`src/rtl/sht_sensor_responder_pkg.sv`:
```
// sht_sensor_responder_pkg: command codes, FSM states and CRC-8 helper for the SHT responder
package sht_sensor_responder_pkg;
  localparam logic [7:0] CMD_MEAS_T   = 8'h03;
  localparam logic [7:0] CMD_MEAS_H   = 8'h05;
  localparam logic [7:0] CMD_SOFT_RST = 8'h1E;
  localparam logic [7:0] CRC_POLY     = 8'h31;
  typedef enum logic [3:0] {
    S_IDLE, S_START_ARM, S_RX_CMD, S_ACK_CMD, S_MEAS,
    S_TX_MSB, S_ACK_M, S_TX_LSB, S_ACK_M2, S_TX_CRC
  } state_e;
  function automatic logic cmd_known(input logic [7:0] c);
    return c inside {CMD_MEAS_T, CMD_MEAS_H, CMD_SOFT_RST};
  endfunction
  function automatic logic [7:0] crc8(input logic [7:0] crc, input logic [7:0] b);
    logic [7:0] c;
    c = crc;
    for (int i = 7; i >= 0; i--) c = {c[6:0], 1'b0} ^ ((c[7] ^ b[i]) ? CRC_POLY : 8'h00);
    return c;
  endfunction
endpackage

```
`src/rtl/sht_sensor_responder_if.sv`:
```
// sht_sensor_responder_if: SHT 2-wire link; sck and resolved data line from the master side,
// drv/oe are the sensor's pad drive (oe=0 means the sensor releases DATA to high-z)
interface sht_sensor_responder_if;
  logic sck;
  logic data;
  logic drv;
  logic oe;
  modport master (output sck, data, input drv, oe);
  modport slave (input sck, data, output drv, oe);
endinterface

```
`src/rtl/sht_sensor_responder_line_sync.sv`:
```
// sht_sensor_responder_line_sync: SCK/DATA synchronizers with one-clk edge pulses
// in: clk, rst_n, sck_i, data_i  out: sck_s_o, data_s_o, sck/data rise/fall pulses
module sht_sensor_responder_line_sync #(
  parameter int SYNC_STAGES = 2
) (
  input  logic clk,
  input  logic rst_n,
  input  logic sck_i,
  input  logic data_i,
  output logic sck_s_o,
  output logic data_s_o,
  output logic sck_rise_o,
  output logic sck_fall_o,
  output logic data_rise_o,
  output logic data_fall_o
);
  logic [SYNC_STAGES-1:0] sck_q, data_q;
  logic sck_p_q, data_p_q;
  // DATA idles high (pull-up), so its chain resets to 1 to avoid a false edge after reset
  always_ff @(posedge clk or negedge rst_n)
    if (!rst_n) begin
      sck_q    <= '0;
      data_q   <= '1;
      sck_p_q  <= 1'b0;
      data_p_q <= 1'b1;
    end else begin
      sck_q    <= {sck_q[SYNC_STAGES-2:0], sck_i};
      data_q   <= {data_q[SYNC_STAGES-2:0], data_i};
      sck_p_q  <= sck_q[SYNC_STAGES-1];
      data_p_q <= data_q[SYNC_STAGES-1];
    end
  assign sck_s_o     = sck_q[SYNC_STAGES-1];
  assign data_s_o    = data_q[SYNC_STAGES-1];
  assign sck_rise_o  = sck_s_o & ~sck_p_q;
  assign sck_fall_o  = ~sck_s_o & sck_p_q;
  assign data_rise_o = data_s_o & ~data_p_q;
  assign data_fall_o = ~data_s_o & data_p_q;
endmodule

```
`src/rtl/sht_sensor_responder.sv`:
```
// sht_sensor_responder: device-side SHT sensor model answering commands on the 2-wire link
// in: clk, rst_n, bus(slave), temp_val_i, humid_val_i  out: cmd_o, cmd_valid_o, busy_o, err_o
module sht_sensor_responder
  import sht_sensor_responder_pkg::*;
#(
  parameter int SYNC_STAGES = 2,
  parameter int MEAS_CYCLES = 1000,
  parameter int CNT_W       = 16
) (
  input  logic                         clk,
  input  logic                         rst_n,
  sht_sensor_responder_if.slave        bus,
  input  logic [15:0]                  temp_val_i,
  input  logic [15:0]                  humid_val_i,
  output logic [7:0]                   cmd_o,
  output logic                         cmd_valid_o,
  output logic                         busy_o,
  output logic                         err_o
);
  if (SYNC_STAGES < 2) begin : g_bad_sync
    $error("SYNC_STAGES must be at least 2");
  end
  if (MEAS_CYCLES < 1 || MEAS_CYCLES >= (1 << CNT_W)) begin : g_bad_meas
    $error("MEAS_CYCLES must be in 1 .. 2**CNT_W-1");
  end
  localparam logic [CNT_W-1:0] TMR_LAST = CNT_W'(MEAS_CYCLES - 1);
  logic sck_s, data_s, sck_rise, sck_fall, data_rise, data_fall;
  sht_sensor_responder_line_sync #(.SYNC_STAGES(SYNC_STAGES)) u_sync (
    .clk(clk), .rst_n(rst_n), .sck_i(bus.sck), .data_i(bus.data),
    .sck_s_o(sck_s), .data_s_o(data_s), .sck_rise_o(sck_rise), .sck_fall_o(sck_fall),
    .data_rise_o(data_rise), .data_fall_o(data_fall)
  );
  state_e st_q;
  logic [7:0] sh_q, cmd_q, crc_q, lsb_q;
  logic [3:0] cnt_q;
  logic [CNT_W-1:0] tmr_q;
  logic sel_q, oe_q, drv_q, cv_q, busy_q, err_q;
  logic start, meas_cmd;
  logic [15:0] word;
  assign start    = data_fall && sck_s;
  assign meas_cmd = cmd_q == CMD_MEAS_T || cmd_q == CMD_MEAS_H;
  // bit15 is forced low: it is the "ready" marker the master sees when busy ends
  assign word     = (sel_q ? temp_val_i : humid_val_i) & 16'h7FFF;
  always_ff @(posedge clk or negedge rst_n)
    if (!rst_n) begin
      st_q   <= S_IDLE;
      sh_q   <= '0;
      cmd_q  <= '0;
      crc_q  <= '0;
      lsb_q  <= '0;
      cnt_q  <= '0;
      tmr_q  <= '0;
      sel_q  <= 1'b0;
      oe_q   <= 1'b0;
      drv_q  <= 1'b0;
      cv_q   <= 1'b0;
      busy_q <= 1'b0;
      err_q  <= 1'b0;
    end else begin
      cv_q  <= 1'b0;
      err_q <= 1'b0;
      // a start outranks every other event, including a timer expiry in the same cycle
      if (start) begin
        st_q   <= S_START_ARM;
        oe_q   <= 1'b0;
        busy_q <= 1'b0;
        cnt_q  <= '0;
        tmr_q  <= '0;
        err_q  <= st_q inside {S_TX_MSB, S_ACK_M, S_TX_LSB};
      end else begin
        case (st_q)
          S_START_ARM: if (data_rise && sck_s) begin
            st_q  <= S_RX_CMD;
            cnt_q <= '0;
          end
          S_RX_CMD: if (sck_rise) begin
            sh_q  <= {sh_q[6:0], data_s};
            cnt_q <= cnt_q + 4'd1;
            if (cnt_q == 4'd7) begin
              cmd_q <= {sh_q[6:0], data_s};
              cv_q  <= 1'b1;
              st_q  <= S_ACK_CMD;
            end
          end
          // cnt 8: waiting for the 8th fall to place the ack; cnt 9: the 9th fall ends it
          S_ACK_CMD: if (sck_fall) begin
            if (cnt_q == 4'd8) begin
              oe_q  <= cmd_known(cmd_q);
              drv_q <= 1'b0;
              err_q <= !cmd_known(cmd_q);
              cnt_q <= 4'd9;
            end else begin
              cnt_q  <= '0;
              tmr_q  <= '0;
              oe_q   <= meas_cmd;
              drv_q  <= 1'b1;
              busy_q <= meas_cmd;
              sel_q  <= cmd_q == CMD_MEAS_T;
              st_q   <= meas_cmd ? S_MEAS : S_IDLE;
            end
          end
          S_MEAS: if (tmr_q == TMR_LAST) begin
            st_q   <= S_TX_MSB;
            busy_q <= 1'b0;
            drv_q  <= word[15];
            sh_q   <= word[15:8] << 1;
            lsb_q  <= word[7:0];
            crc_q  <= crc8(crc8(crc8(8'h00, cmd_q), word[15:8]), word[7:0]);
            cnt_q  <= 4'd1;
          end else tmr_q <= tmr_q + 1'b1;
          // cnt counts bits already placed on DATA; the fall after the 8th bit releases
          S_TX_MSB, S_TX_LSB, S_TX_CRC: if (sck_fall) begin
            if (cnt_q == 4'd8) begin
              oe_q <= 1'b0;
              st_q <= st_q == S_TX_MSB ? S_ACK_M : st_q == S_TX_LSB ? S_ACK_M2 : S_IDLE;
            end else begin
              oe_q  <= 1'b1;
              drv_q <= sh_q[7];
              sh_q  <= sh_q << 1;
              cnt_q <= cnt_q + 4'd1;
            end
          end
          S_ACK_M, S_ACK_M2: if (sck_rise) begin
            st_q  <= data_s ? S_IDLE : st_q == S_ACK_M ? S_TX_LSB : S_TX_CRC;
            sh_q  <= st_q == S_ACK_M ? lsb_q : crc_q;
            cnt_q <= '0;
          end
          default: ;
        endcase
      end
    end
  assign bus.oe      = oe_q;
  assign bus.drv     = drv_q;
  assign cmd_o       = cmd_q;
  assign cmd_valid_o = cv_q;
  assign busy_o      = busy_q;
  assign err_o       = err_q;
endmodule
```
`src/flat_wrapper.sv`:
```
// flat-port wrapper written by rule: the top's interface ports become plain ports
module sht_sensor_responder_flat import sht_sensor_responder_pkg::*;
#(
  parameter int SYNC_STAGES = 2,
  parameter int MEAS_CYCLES = 1000,
  parameter int CNT_W       = 16
)
  (clk, rst_n, temp_val_i, humid_val_i, cmd_o, cmd_valid_o, busy_o, err_o, bus_sck, bus_data, bus_drv, bus_oe);
  sht_sensor_responder_if bus_i ();
  input  logic clk;
  input  logic rst_n;
  input  logic [15:0] temp_val_i;
  input  logic [15:0] humid_val_i;
  output logic [7:0] cmd_o;
  output logic cmd_valid_o;
  output logic busy_o;
  output logic err_o;
  input wire logic [$bits(bus_i.sck)-1:0] bus_sck;
  input wire logic [$bits(bus_i.data)-1:0] bus_data;
  output wire logic [$bits(bus_i.drv)-1:0] bus_drv;
  output wire logic [$bits(bus_i.oe)-1:0] bus_oe;
  assign bus_i.sck = bus_sck;
  assign bus_i.data = bus_data;
  assign bus_drv = bus_i.drv;
  assign bus_oe = bus_i.oe;
  sht_sensor_responder #(.SYNC_STAGES(SYNC_STAGES), .MEAS_CYCLES(MEAS_CYCLES), .CNT_W(CNT_W)) u_core (.clk(clk), .rst_n(rst_n), .bus(bus_i), .temp_val_i(temp_val_i), .humid_val_i(humid_val_i), .cmd_o(cmd_o), .cmd_valid_o(cmd_valid_o), .busy_o(busy_o), .err_o(err_o));
endmodule
```
`config.mk`:
```
export PLATFORM = sky130hd
export DESIGN_NAME = sht_sensor_responder_flat
export DESIGN_NICKNAME = d
export VERILOG_FILES = /design/src/rtl/sht_sensor_responder_pkg.sv /design/src/rtl/sht_sensor_responder_if.sv /design/src/rtl/sht_sensor_responder_line_sync.sv /design/src/rtl/sht_sensor_responder.sv /design/src/flat_wrapper.sv
export SDC_FILE = /design/constraint.sdc
export NUM_CORES = 1
export LEC_CHECK = 0
export CAP_MARGIN = 20
export CORE_MARGIN = 2
export CORE_UTILIZATION = 45
export CTS_BUF_LIST = sky130_fd_sc_hd__clkbuf_4
export DETAILED_ROUTE_END_ITERATION = 8
export PLACE_DENSITY_LB_ADDON = 0.12
export SLEW_MARGIN = 10
export SYNTH_ARGS = -nofsm -noshare
export SYNTH_HDL_FRONTEND = slang
export SYNTH_SLANG_ARGS = --single-unit
export TNS_END_PERCENT = 50
```
`constraint.sdc`:
```
create_clock -name clk -period 2.96 [get_ports clk]
set_input_delay 0.296 -clock clk [delete_from_list [all_inputs] [get_ports clk]]
set_output_delay 0.296 -clock clk [all_outputs]
set_load 0.05 [all_outputs]
```
# Word level (Yosys, flattened, before mapping)
# Cells that the tools add are included.
# W data, S select, Z words.
classes:
  n_addsub: 2
  eq_ne: 32
  n_mux: 85
  bitwise_logic: 55
  n_reduce_logical: 23
ops:
  columns: ["operator", "n"]
  rows:
  - ["$xor A8 B8 Y8", 23]
  - ["$mux W6", 24]
  - ["$mux W4", 23]
  - ["$mux W16", 4]
  - ["$mux W8", 6]
  - ["$pmux W4 S6", 2]
  - ["$pmux W16 S2", 1]
  - ["$pmux W8 S4", 1]
  - ["$ne A3 B1 Y1 const B", 8]
  - ["$xor A1 B1 Y1", 21]
  - ["$eq A4 B3 Y1 const B", 5]
  - ["$mux W1", 19]
  - ["$add A16 B1 Y16 const B", 1]
  - ["$eq A16 B10 Y1 const B", 1]
  - ["$reduce_and A4 Y1", 4]
  - ["$mux W15", 1]
  - ["$reduce_bool A3 Y1", 5]
  - ["$eq A4 B4 Y1 const B", 3]
  - ["$ne A2 B1 Y1 const B", 5]
  - ["$reduce_and A10 Y1", 1]
  - ["$ne A3 B2 Y1 const B", 3]
  - ["$eq A4 B2 Y1 const B", 2]
  - ["$eq A8 B2 Y1 const B", 1]
  - ["$eq A8 B3 Y1 const B", 1]
  - ["21 further kinds", 32]
word_totals:
  reg_bits: 68
  in_bits: 36
  elab_cells: 214

# Logic depth before layout (Yosys ltp)
# Gate-level depths: netlist of the first run.
logic_depth:
  depth_word: 68
  mapped_depth: 11
  ltp_nobuf: 9

# Cells and area by module
# Synthesis of the first run repeated with hierarchy kept, for this count alone.
unflattened:
  hier_cells: 440
  hier_area_um2: 4337.9
by_module_without_submodules:
  columns: ["module", "instances", "cells_each", "area_each_um2", "seq_area_each_um2"]
  rows:
  - ["sht_sensor_responder", 1, 430, 4149.0, 1551.5]
  - ["sht_sensor_responder_line_sync", 1, 10, 188.9, 153.9]

# Least setup slack after synthesis of the first run
# No wires, ideal clock.
synth_path:
  kind: "reg2reg"
  from: "register u_core.cmd_q[6] (netlist: u_core.cmd_o[6])"
  to: "register u_core.crc_q[2]"
  t_arrival_ns: 2.776
  required_time_ns: 2.835
  slack_ns: 0.059
  path_stages_with_launch: 9
  path_buffers: 0
  synth_period_minus_slack_ns: 2.901
  path_cell_list: "dfrtp_1 > inv_1 > ha_1 > xnor2_1 > xnor3_1 > xnor2_2 > xnor3_1 > xor2_1 > mux2_2"
synth_via:
  elab_chain_len: 37
synth_lines:
  columns: ["item", "line", "text"]
  rows:
  - ["start, declared", "sht_sensor_responder.sv:34", "logic [7:0] sh_q, cmd_q, crc_q, lsb_q;"]
  - ["start signal, assigned", "sht_sensor_responder.sv:80", "cmd_q <= {sh_q[6:0], data_s};"]
  - ["$xor A1 B1 Y1 *", "sht_sensor_responder_pkg.sv:17", "for (int i = 7; i >= 0; i--) c = {c[6:0], 1'b0} ^ ((c[7] ^ b[i]) ? CRC_POLY : 8'h00);"]
  - ["$mux W6 *", "sht_sensor_responder_pkg.sv:17", null]
  - ["$xor A8 B8 Y8 * (3 in series)", "sht_sensor_responder_pkg.sv:17", null]
  - ["$xor A1 B1 Y1 / $xor A8 B8 Y8 (equally long branches)", "sht_sensor_responder_pkg.sv:17", null]
  - ["$mux W6 / $xor A1 B1 Y1 (equally long branches)", "sht_sensor_responder_pkg.sv:17", null]
  - ["$xor A8 B8 Y8 * (3 in series)", "sht_sensor_responder_pkg.sv:17", null]
  - ["$xor A1 B1 Y1 / $xor A8 B8 Y8 (equally long branches)", "sht_sensor_responder_pkg.sv:17", null]
  - ["$mux W6 / $xor A8 B8 Y8 (equally long branches)", "sht_sensor_responder_pkg.sv:17", null]
  - ["(+9 left out)", null, null]
  - ["$mux W6 (tied with other cells)", "sht_sensor_responder_pkg.sv:17", null]
  - ["$xor A8 B8 Y8 * (4 in series)", "sht_sensor_responder_pkg.sv:17", null]
  - ["$xor A1 B1 Y1 / $xor A8 B8 Y8 (equally long branches)", "sht_sensor_responder_pkg.sv:17", null]
  - ["$mux W6 / $xor A1 B1 Y1 (equally long branches)", "sht_sensor_responder_pkg.sv:17", null]
  - ["$xor A8 B8 Y8 * (4 in series)", "sht_sensor_responder_pkg.sv:17", null]
  - ["$xor A1 B1 Y1 *", "sht_sensor_responder_pkg.sv:17", null]
  - ["$mux W6 *", "sht_sensor_responder_pkg.sv:17", null]
  - ["$xor A8 B8 Y8 * (3 in series)", "sht_sensor_responder_pkg.sv:17", null]
  - ["end signal, assigned", "sht_sensor_responder.sv:108", "crc_q <= crc8(crc8(crc8(8'h00, cmd_q), word[15:8]), word[7:0]);"]
  - ["end, declared", "sht_sensor_responder.sv:34", null]
# Every way passes the cells marked *; elsewhere a longest branch is shown, timed or not.
# A chain may end at the register's enable or synchronous reset.

# Worst setup path in the final report of the first run
layout_path:
  from: "register u_core.cmd_q[6] (netlist: u_core.cmd_o[6])"
  to: "register u_core.crc_q[7]"
layout_via:
  elab_chain_len: 37
layout_lines:
  columns: ["item", "line"]
  rows:
  - ["$xor A1 B1 Y1 *", "sht_sensor_responder_pkg.sv:17"]
  - ["$mux W6 *", "sht_sensor_responder_pkg.sv:17"]
  - ["$xor A8 B8 Y8 * (3 in series)", "sht_sensor_responder_pkg.sv:17"]
  - ["$xor A1 B1 Y1 / $xor A8 B8 Y8 (equally long branches)", "sht_sensor_responder_pkg.sv:17"]
  - ["$mux W6 / $xor A1 B1 Y1 (equally long branches)", "sht_sensor_responder_pkg.sv:17"]
  - ["$xor A8 B8 Y8 * (3 in series)", "sht_sensor_responder_pkg.sv:17"]
  - ["$xor A1 B1 Y1 / $xor A8 B8 Y8 (equally long branches)", "sht_sensor_responder_pkg.sv:17"]
  - ["$mux W6 / $xor A8 B8 Y8 (equally long branches)", "sht_sensor_responder_pkg.sv:17"]
  - ["(+9 left out)", null]
  - ["$mux W6 (tied with other cells)", "sht_sensor_responder_pkg.sv:17"]
  - ["$xor A8 B8 Y8 * (3 in series)", "sht_sensor_responder_pkg.sv:17"]
  - ["$xor A1 B1 Y1 / $xor A8 B8 Y8 (equally long branches)", "sht_sensor_responder_pkg.sv:17"]
  - ["$mux W6 (tied with other cells)", "sht_sensor_responder_pkg.sv:17"]
  - ["$xor A8 B8 Y8 * (4 in series)", "sht_sensor_responder_pkg.sv:17"]
  - ["$xor A1 B1 Y1 / $xor A8 B8 Y8 (equally long branches)", "sht_sensor_responder_pkg.sv:17"]
  - ["$mux W6 / $xor A1 B1 Y1 (equally long branches)", "sht_sensor_responder_pkg.sv:17"]
  - ["$xor A8 B8 Y8 * (4 in series)", "sht_sensor_responder_pkg.sv:17"]
# Marked as above.

==> results.sh, run 1 <==
export IMPL_outcome="finished clean"
export IMPL_via_count=3536
export IMPL_coreArea_um2=9590
export IMPL_floorplan_die_area_um2=10500
export IMPL_route_detailed_vias_per_inst=5.38
export IMPL_post_dp_cell_area_um2=5050
export IMPL_final_critical_path_setup_slack_ns=0.189
export IMPL_place_gp_congestion=0.948
export IMPL_cts_path_max_buffers=2
export IMPL_ys_seq_area_frac=0.389
export IMPL_io_buffer_count=46
export IMPL_clock_skew_final_ns=0.0163
export IMPL_worst_slew_pin_transition_ns=0.892
export IMPL_synth_fp_nets=507
export IMPL_clock_tree_from_tritoncts="built"
export IMPL_timing_critical_path_slowest_cell_delay_ns=0.46
export IMPL_power_density_nw_per_um2=566
export IMPL_holdWs_ns=0.0390
export IMPL_clkSinkCount=68
export IMPL_groute_usage_overall=0.220
export IMPL_final_nets=559
export IMPL_ant_nets=0
export IMPL_reg2regPathDepth=9
export IMPL_timing_critical_path_slowest_stage_cell="xnor3_1"
export IMPL_cells_traversed_along_the_worst_timing_path="inv_1 -> ha_1 -> xnor2_1 -> xnor3_1 -> xnor2_2 -> xnor3_1 -> xor2_1 -> xnor2_1 -> o21ai_0"
export IMPL_detailedPlacementHpwl_mm=7.79
export IMPL_synth_ff_type="dfrtp_1"
export IMPL_cts_htree_levels=3
export IMPL_max_slew_margin_rel=0.403
export IMPL_worstSetupStartpointType="register"
export IMPL_cp_arrival_ns=3.09
export IMPL_fin_total_pwr_mw=2.96
export IMPL_postCtsSetupRepairBufs=0
export IMPL_design_area_um2=5230
export IMPL_fmax_mhz=361
export IMPL_worst_hold_check_path_type="input port to asynchronous set/reset pin"
export IMPL_max_cap_viols=0
export IMPL_number_of_antenna_violations_at_the_first_check_in_global_routing=0
export IMPL_slew_viol_final=0
export IMPL_hold_viol=0
export IMPL_synth_edff_count=0
export IMPL_layout_area_growth_over_synthesis_pct=19.3
export IMPL_rsz0062_at_grt="no"
export IMPL_netlist_cell_type_count=56
export IMPL_synth_cells=467
export IMPL_cts_buffers=9
export IMPL_route_final_wire_length_mm=10.6
export IMPL_x_dimension_of_the_die_um=103
export IMPL_critical_path_peak_fanout=3
export IMPL_final_min_period_over_clock_period=0.936
export IMPL_placement_setup_worst_slack_ns=0.192
export IMPL_path_clk_slew_ns=0.12
export IMPL_initial_utilization=0.457
export IMPL_layout_drive_gt1_share=0.134
export IMPL_holdBufCountCts=0
export IMPL_ioPinCount=49
export IMPL_layout_min_cycle_time_ns=2.77
export IMPL_die_height_um=103
export IMPL_crit_required_ns=3.28
export IMPL_power_leakage_nw=2.17
export IMPL_ys_async_sr_fraction=1.00
export IMPL_worst_voltage_drop_across_the_vdd_grid_mv=0.209
export IMPL_remaining_drc_errors=0
export IMPL_fill_cells=908
export IMPL_syn_area_um2=4380
export IMPL_maximum_number_of_pins_on_one_net_before_global_route_repair=69
export IMPL_final_common_cell="dfrtp_1"
export IMPL_synth_seq_cells=68
export IMPL_via_count_of_the_first_global_routing_pass=3521
export IMPL_post_cts_resize_count=0
export IMPL_insertedDiodeCount=0
export IMPL_endpoint_kind="register"
export IMPL_timing_rr_start="u_core.cmd_o[6]$_DFFE_PN0P_"
export IMPL_setup_viol=0
export IMPL_tns_ns=0
export IMPL_grt_pass1_wl_mm=17.7
export IMPL_floorplan_rows=36
export IMPL_drt_iter0_drc=171
export IMPL_rrSetupSlack_ns=0.19
export IMPL_synth_yosys_warnings=0
export IMPL_critical_path_class="register to register"
export IMPL_drt_pass1_iterations=4
export IMPL_wire_length_per_cell_after_detailed_routing_um=16.2
export IMPL_regToRegEndpoint="u_core.crc_q[7]$_DFFE_PN0P_"
export IMPL_clock_insertion_delay_worst_skew_ns=0.43
export IMPL_clk_root_buffer_cell="clkbuf_4"
export IMPL_layout_cells_most_common_list="dfrtp_1, nor2_1, clkdlybuf4s50_1"
export IMPL_syn_mean_instance_area_um2=9.38
export IMPL_globalRouteOverflowTotal=0
[state kept, by name, indices dropped and copies added, names as in the netlist, 2 cells and up]
signal and count:
u_core.crc_q 8, u_core.tmr_q 16, u_core.sh_q 8, u_core.cmd_o 8
u_core.st_q 4, u_core.cnt_q 4, u_core.lsb_q 8, u_core.u_sync.sck_q 2
u_core.u_sync.data_q 2
[through the flow]
step	util	cells
after floorplan	-	467
after global placement	0.526	641
after detailed placement	0.526	641
after CTS	0.545	657
after global routing	0.545	657
final	0.545	657
[layer usage]
metal | share of wire | GRT usage
met4 | 0.015 | 0.0738
met1 | 0.48 | 0.309
met5 | 0 | 0
met2 | 0.47 | 0.341
met3 | 0.041 | 0.0454
[where the power goes]
group | switching [mW] | internal (mW) | total, mW
Clock | 0.363 | 0.425 | 0.788
Combinational | 0.568 | 0.472 | 1.04
Sequential | 0.0947 | 1.03 | 1.13
[critical path: cells and delay by family, from the launching register on]
kind | cells | cell delay (ns)
compound gates | 1 | 0.08
flops | 1 | 0.40
xor+xnor | 6 | 1.75
fa+ha+maj | 1 | 0.35
buf+inv | 1 | 0.09
[cell usage after synthesis, types with 3 or more instances]
library cell | count | area (um^2)
xor2_1 | 27 | 236
nor2_1 | 59 | 221
or2_2 | 3 | 18.8
mux2i_1 | 21 | 210
ha_1 | 4 | 50.1
nand2b_1 | 3 | 18.8
and3_1 | 7 | 43.8
dfstp_2 | 3 | 78.8
or3_1 | 6 | 37.5
nor3_1 | 10 | 50.1
nor4b_1 | 3 | 26.3
a221oi_1 | 6 | 52.6
o21ai_0 | 25 | 125
nand4_1 | 5 | 31.3
mux2_2 | 16 | 180
nor2b_1 | 7 | 43.8
nand2_1 | 35 | 131
dfrtp_1 | 65 | 1630
a21oi_1 | 28 | 140
inv_1 | 7 | 26.3
a31oi_1 | 4 | 25.0
clkbuf_1 | 20 | 75.1
buf_2 | 4 | 20.0
nand3_1 | 10 | 50.1
nand4b_1 | 3 | 26.3
xnor2_1 | 32 | 280
a22oi_1 | 11 | 82.6
nor3b_1 | 3 | 22.5
xnor3_1 | 5 | 113
[cells by family (layout without fill, tap and decap cells)]
group	count (synthesis)	count (layout)	synth area share
AOI/OAI and AO/OA	92	92	0.131
adders and majority gates	4	4	0.0114
buffers and inverters	35	92	0.0354
DFF	68	68	0.389
and+or+nand+nor	163	163	0.183
muxes	37	37	0.0891
xor gates and xnor gates	68	68	0.160
[worst max-delay path by stage]
stage | start | slack (ns) | cells after the start | to
final | u_core.cmd_o[6]$_DFFE_PN0P_ | 0.19 | 9 | u_core.crc_q[7]$_DFFE_PN0P_
after global routing | u_core.cmd_o[6]$_DFFE_PN0P_ | 0.02 | 9 | u_core.crc_q[7]$_DFFE_PN0P_
after CTS | u_core.cmd_o[6]$_DFFE_PN0P_ | 0.17 | 9 | u_core.crc_q[7]$_DFFE_PN0P_
after detailed placement | u_core.cmd_o[6]$_DFFE_PN0P_ | 0.19 | 9 | u_core.crc_q[7]$_DFFE_PN0P_
after global placement | u_core.cmd_o[6]$_DFFE_PN0P_ | 0.23 | 9 | u_core.crc_q[7]$_DFFE_PN0P_
after floorplan | u_core.cmd_o[6]$_DFFE_PN0P_ | 0.06 | 8 | u_core.crc_q[2]$_DFFE_PN0P_
[final cells by class]
type	count	area, um^2	share of cell area
multi-input combinational	364	2520	0.482
sequential	68	1710	0.326
timing repair buffer	69	628	0.120
tap	133	166	0.0318
clock inverter	7	114	0.0218
clock buffer	9	67.6	0.0129
inverter	7	26.3	0.00503
Note: power is estimated with default switching activity, not from simulation.
==> run 2: changes to the inputs <==
--- a/config.mk
+++ b/config.mk
@@ -6,10 +6,12 @@
 export NUM_CORES = 1
 export LEC_CHECK = 0
 export CAP_MARGIN = 20
+export CORE_ASPECT_RATIO = 1.5
 export CORE_MARGIN = 2
 export CORE_UTILIZATION = 45
 export CTS_BUF_LIST = sky130_fd_sc_hd__clkbuf_4
 export DETAILED_ROUTE_END_ITERATION = 8
+export GPL_TIMING_DRIVEN = 0
 export PLACE_DENSITY_LB_ADDON = 0.12
 export SLEW_MARGIN = 10
 export SYNTH_ARGS = -nofsm -noshare
==> run 2 against run 1 <==
Net effect:
- cell count down 1.7%
- critical path depth unchanged
- global-route usage increased by 1.1 points
- clock-buffer cell count unchanged
- setup slack got worse by 0.024 ns
- sequential power is essentially flat
- utilization decreased by 0.49 points
- first-iteration DRC count is 40% higher
- sequential share of layout area grew 0.35 points
==> results.sh, run 2 (synthesized netlist as in run 1, its figures left out) <==
export IMPL_critical_path_peak_fanout=3
export IMPL_clock_insertion_delay_worst_skew_ns=0.45
export IMPL_ioPinCount=49
export IMPL_via_count=3678
export IMPL_fmax_mhz=358
export IMPL_clk_root_buffer_cell="clkbuf_4"
export IMPL_floorplan_rows=44
export IMPL_die_height_um=125
export IMPL_design_area_um2=5170
export IMPL_route_detailed_vias_per_inst=5.69
export IMPL_maximum_number_of_pins_on_one_net_before_global_route_repair=43
export IMPL_timing_rr_start="u_core.cmd_o[6]$_DFFE_PN0P_"
export IMPL_clock_skew_final_ns=0.0188
export IMPL_critical_path_class="register to register"
export IMPL_floorplan_die_area_um2=10600
export IMPL_detailedPlacementHpwl_mm=9.24
export IMPL_post_dp_cell_area_um2=5010
export IMPL_hold_viol=0
export IMPL_power_density_nw_per_um2=547
export IMPL_groute_usage_overall=0.231
export IMPL_final_nets=566
export IMPL_layout_min_cycle_time_ns=2.80
export IMPL_worstSetupStartpointType="register"
export IMPL_grt_pass1_wl_mm=18.9
export IMPL_x_dimension_of_the_die_um=84.6
export IMPL_io_buffer_count=46
export IMPL_timing_critical_path_slowest_cell_delay_ns=0.44
export IMPL_endpoint_kind="register"
export IMPL_setup_viol=0
export IMPL_cts_htree_levels=3
export IMPL_timing_critical_path_slowest_stage_cell="xnor3_1"
export IMPL_layout_cells_most_common_list="dfrtp_1, nor2_1, clkdlybuf4s50_1"
export IMPL_final_common_cell="dfrtp_1"
export IMPL_place_gp_congestion=0.921
export IMPL_route_final_wire_length_mm=11.7
export IMPL_largest_register_ff_count=16
export IMPL_cts_path_max_buffers=2
export IMPL_max_slew_margin_rel=0.557
export IMPL_ant_nets=0
export IMPL_wire_length_per_cell_after_detailed_routing_um=18.1
export IMPL_placedCellCount=629
export IMPL_drt_iter0_drc=239
export IMPL_number_of_antenna_violations_at_the_first_check_in_global_routing=0
export IMPL_outcome="finished clean"
export IMPL_cts_buffers=9
export IMPL_tns_ns=0
export IMPL_final_cells=646
export IMPL_final_min_period_over_clock_period=0.944
export IMPL_insertedDiodeCount=0
export IMPL_cells_traversed_along_the_worst_timing_path="inv_1 -> ha_1 -> xnor2_1 -> xnor3_1 -> xnor2_2 -> xnor3_1 -> xor2_1 -> xnor2_1 -> o21ai_0"
export IMPL_critPathLaunch="u_core.cmd_o[6]$_DFFE_PN0P_"
export IMPL_worst_slew_pin_transition_ns=0.665
export IMPL_slew_viol_final=0
export IMPL_clock_tree_from_tritoncts="built"
export IMPL_worst_hold_check_path_type="input port to register"
export IMPL_fin_total_pwr_mw=2.83
export IMPL_crit_required_ns=3.29
export IMPL_max_cap_viols=0
export IMPL_coreArea_um2=9580
export IMPL_drt_pass1_iterations=4
export IMPL_remaining_drc_errors=0
export IMPL_path_clk_slew_ns=0.14
export IMPL_globalRouteOverflowTotal=0
export IMPL_max_flop_register="u_core.tmr_q"
export IMPL_layout_area_growth_over_synthesis_pct=18.1
export IMPL_rrSetupSlack_ns=0.16
export IMPL_layout_drive_gt1_share=0.109
export IMPL_via_count_of_the_first_global_routing_pass=3786
export IMPL_rsz0062_at_grt="no"
export IMPL_worst_voltage_drop_across_the_vdd_grid_mv=0.344
export IMPL_clkSinkCount=68
export IMPL_initial_utilization=0.457
export IMPL_power_leakage_nw=2.12
export IMPL_fill_cells=945
export IMPL_cp_arrival_ns=3.13
export IMPL_hold_path_startpoint="bus_data"
-- run 2: cell type report --
| type | count | area [um^2] | area share |
|---|---|---|---|
| inverter | 7 | 26.3 | 0.00508 |
| tap | 115 | 144 | 0.0278 |
| clock inverter | 7 | 80.1 | 0.0155 |
| multi-input combinational | 364 | 2520 | 0.487 |
| timing repair buffer | 49 | 503 | 0.0972 |
| buffer | 27 | 125 | 0.0242 |
| sequential | 68 | 1710 | 0.330 |
| clock buffer | 9 | 67.6 | 0.0131 |
-- run 2: final timing paths --
check                                                     to  cells past startpoint
max                              u_core.crc_q[7]$_DFFE_PN0P_                      9
max reg2reg                      u_core.crc_q[7]$_DFFE_PN0P_                      9
min                        u_core.u_sync.data_q[0]$_DFF_PN1_                      1
min in group asynchronous        u_core.crc_q[3]$_DFFE_PN0P_                      2
max in group asynchronous   u_core.u_sync.data_p_q$_DFF_PN1_                      3
min reg2reg                u_core.u_sync.data_q[1]$_DFF_PN1_                      0
-- run 2: metrics by stage --
stage,util,hold WS (ns),setup WS [ns]
after floorplan,-,0.000409,0.0594
after global placement,0.520,0.332,-0.751
after detailed placement,0.523,0.241,0.0349
after CTS,0.539,0.220,0.107
after global routing,0.540,0.203,0.0281
final,0.540,0.247,0.165
-- run 2: layer usage --
| layer | wire length [um] | track usage |
|---|---|---|
| met5 | 0 | 0 |
| met4 | 249 | 0.0784 |
| met3 | 407 | 0.0404 |
| met2 | 6690 | 0.443 |
| met1 | 4370 | 0.247 |
-- run 2: worst max-delay path: cells and delay by family, from the launching register on --
family | cells | cell delay [ns]
DFF | 1 | 0.41
xor gates and xnor gates | 6 | 1.76
adders and majority gates | 1 | 0.34
buffers and inverters | 1 | 0.09
AOI/OAI and AO/OA | 1 | 0.09
-- run 2: power by group --
part           internal, mW  switching (mW)  total (mW)
clock network         0.268           0.399       0.668
registers              1.03           0.100        1.13
logic                 0.445           0.584        1.03
total                  1.75            1.08        2.83
-- run 2: repair_timing --
| item | in CTS | in global routing |
|---|---|---|
| hold buffers | 1 | 0 |
| setup buffers | 0 | 1 |
| endpoints found under the hold margin | 24 | 0 |
| resized for setup | 0 | 2 |
| endpoints found under the setup margin | 0 | 13 |
==> run 3: changes to the inputs <==
--- a/config.mk
+++ b/config.mk
@@ -8,7 +8,7 @@
 export CAP_MARGIN = 20
 export CORE_ASPECT_RATIO = 1.5
 export CORE_MARGIN = 2
-export CORE_UTILIZATION = 45
+export CORE_UTILIZATION = 30
 export CTS_BUF_LIST = sky130_fd_sc_hd__clkbuf_4
 export DETAILED_ROUTE_END_ITERATION = 8
 export GPL_TIMING_DRIVEN = 0
==> run 3 against run 2 <==
Net effect:
- global-route usage down 6.0 points
- cell count up 13%
- clock-buffer cell count unchanged
- critical path depth unchanged
- flip-flop and latch count unchanged
- clock skew up 0.0043 ns
- total power up 2.5%
- critical path type unchanged
- largest power group unchanged
==> results.sh, run 3 (synthesized netlist as in run 1, its figures left out) <==
export IMPL_outcome="finished clean"
export IMPL_max_slew_margin_rel=0.538
export IMPL_via_count=3621
export IMPL_final_cells=729
export IMPL_final_nets=567
export IMPL_holdWs_ns=0.265
export IMPL_globalRouteOverflowTotal=0
export IMPL_ioPinCount=49
export IMPL_route_final_wire_length_mm=12.4
export IMPL_power_leakage_nw=2.14
export IMPL_worst_voltage_drop_across_the_vdd_grid_mv=0.187
export IMPL_clkSinkCount=68
export IMPL_power_switching_fraction=0.371
export IMPL_coreArea_um2=14400
export IMPL_setup_viol=0
export IMPL_groute_usage_overall=0.171
export IMPL_sequentialPowerShare=0.394
export IMPL_remaining_drc_errors=0
export IMPL_layout_min_cycle_time_ns=2.72
export IMPL_layout_cells_most_common_list="dfrtp_1, nor2_1, clkdlybuf4s50_1"
export IMPL_worst_slew_pin_transition_ns=0.692
export IMPL_floorplan_rows=54
export IMPL_io_buffer_count=46
export IMPL_fin_util=0.369
export IMPL_placement_setup_worst_slack_ns=-0.0101
export IMPL_critical_path_peak_fanout=3
export IMPL_endpoint_kind="register"
export IMPL_ant_nets=0
export IMPL_crit_required_ns=3.26
export IMPL_hold_viol=0
export IMPL_clock_tree_from_tritoncts="built"
export IMPL_largest_register_ff_count=16
export IMPL_clock_insertion_delay_worst_skew_ns=0.43
export IMPL_cts_path_max_buffers=2
export IMPL_worstSetupStartpointType="register"
export IMPL_final_min_period_over_clock_period=0.918
export IMPL_placedCellCount=710
export IMPL_floorplan_die_area_um2=15600
export IMPL_layout_area_growth_over_synthesis_pct=21.4
export IMPL_layout_drive_gt1_share=0.115
export IMPL_max_cap_viols=0
export IMPL_route_detailed_vias_per_inst=4.97
export IMPL_cp_arrival_ns=3.02
export IMPL_drt_pass1_iterations=4
export IMPL_detailedPlacementHpwl_mm=9.79
export IMPL_critical_path_class="register to register"
export IMPL_drt_iter0_drc=226
export IMPL_max_flop_register="u_core.tmr_q"
export IMPL_clockPowerShare=0.251
export IMPL_die_height_um=152
export IMPL_net_switching_power_mw=1.08
export IMPL_x_dimension_of_the_die_um=103
export IMPL_number_of_antenna_violations_at_the_first_check_in_global_routing=1
export IMPL_initial_utilization=0.304
export IMPL_wire_length_per_cell_after_detailed_routing_um=17.1
export IMPL_final_critical_path_setup_slack_ns=0.242
export IMPL_slew_viol_final=0
export IMPL_tns_ns=0
export IMPL_path_clk_slew_ns=0.13
export IMPL_power_density_nw_per_um2=546
export IMPL_cts_buffers=9
export IMPL_combPwrFrac=0.355
export IMPL_fmax_mhz=368
export IMPL_clock_skew_final_ns=0.0231
export IMPL_grt_pass1_wl_mm=20.3
export IMPL_cts_htree_levels=3
export IMPL_via_count_of_the_first_global_routing_pass=3767
export IMPL_final_common_cell="dfrtp_1"
export IMPL_place_gp_congestion=0.895
export IMPL_clk_root_buffer_cell="clkbuf_4"
export IMPL_maximum_number_of_pins_on_one_net_before_global_route_repair=50
export IMPL_worst_hold_check_path_type="input port to asynchronous set/reset pin"
export IMPL_internal_power_mw=1.83
export IMPL_rsz0062_at_grt="no"
-- run 3: routing by layer --
layer  vias up  global-route usage  routed length (um)  share of wire
li1       1768                   -                   -              -
met1      1756               0.201                5010           0.40
met2        71               0.295                6620           0.53
met3        26              0.0304                 323          0.026
met4         0              0.0787                 480          0.039
met5         -                   0                   0              0
-- run 3: per-stage QoR --
stage,total power [mW],cell area (um^2)
floorplan,1.87,4380
global placement,2.19,5090
detailed placement,2.21,5110
CTS,2.95,5290
global route,3.10,5320
finish,2.90,5320
-- run 3: repair_timing --
item | CTS | global route
resized for setup | 0 | 4
hold buffers | 1 | 0
endpoints found under the hold margin | 19 | 0
buffers inserted | 0 | 3
endpoints found under the setup margin | 0 | 24
-- run 3: area by class of cell --
class | count | area [um^2]
inverter | 7 | 26.3
clock inverter | 7 | 98.8
tap | 196 | 245
multi-input combinational | 364 | 2530
clock buffer | 9 | 67.6
buffer | 26 | 124
sequential | 68 | 1710
timing repair buffer | 51 | 518
fill | 1467 | 9070
antenna | 1 | 2.50
-- run 3: final timing paths --
| kind | startpoint | end | slack [ns] | cells after the start |
|---|---|---|---|---|
| worst max register to register | u_core.cmd_o[6]$_DFFE_PN0P_ | u_core.crc_q[7]$_DFFE_PN0P_ | 0.24 | 9 |
| worst min-delay path | rst_n | u_core.bus.oe$_DFFE_PN0P_ | 0.27 | 2 |
| max in group asynchronous | rst_n | u_core.u_sync.data_q[1]$_DFF_PN1_ | 2.08 | 3 |
| min in group clk | bus_data | u_core.u_sync.data_q[0]$_DFF_PN1_ | 0.27 | 1 |
| worst min register to register | u_core.u_sync.sck_q[0]$_DFF_PN0_ | u_core.u_sync.sck_q[1]$_DFF_PN0_ | 0.39 | 0 |
| worst max-delay path | u_core.cmd_o[6]$_DFFE_PN0P_ | u_core.crc_q[7]$_DFFE_PN0P_ | 0.24 | 9 |
-- run 3: power groups by stage --
stage | registers (mW) | logic (mW) | clock network, mW
2_1_floorplan | 1.14 | 0.730 | 0
3_3_place_gp | 1.16 | 1.03 | 0
3_5_place_dp | 1.16 | 1.04 | 0
4_1_cts | 1.15 | 1.05 | 0.759
5_1_grt | 1.16 | 1.15 | 0.801
6_report | 1.14 | 1.03 | 0.729
-- run 3: worst max-delay path, cell delays in order (launching register included) --
cell	delay [ns]
dfrtp_1	0.41
inv_1	0.10
ha_1	0.36
xnor2_2	0.21
xnor3_1	0.41
xnor2_2	0.27
xnor3_1	0.36
xor2_1	0.21
xnor2_1	0.16
o21ai_0	0.10
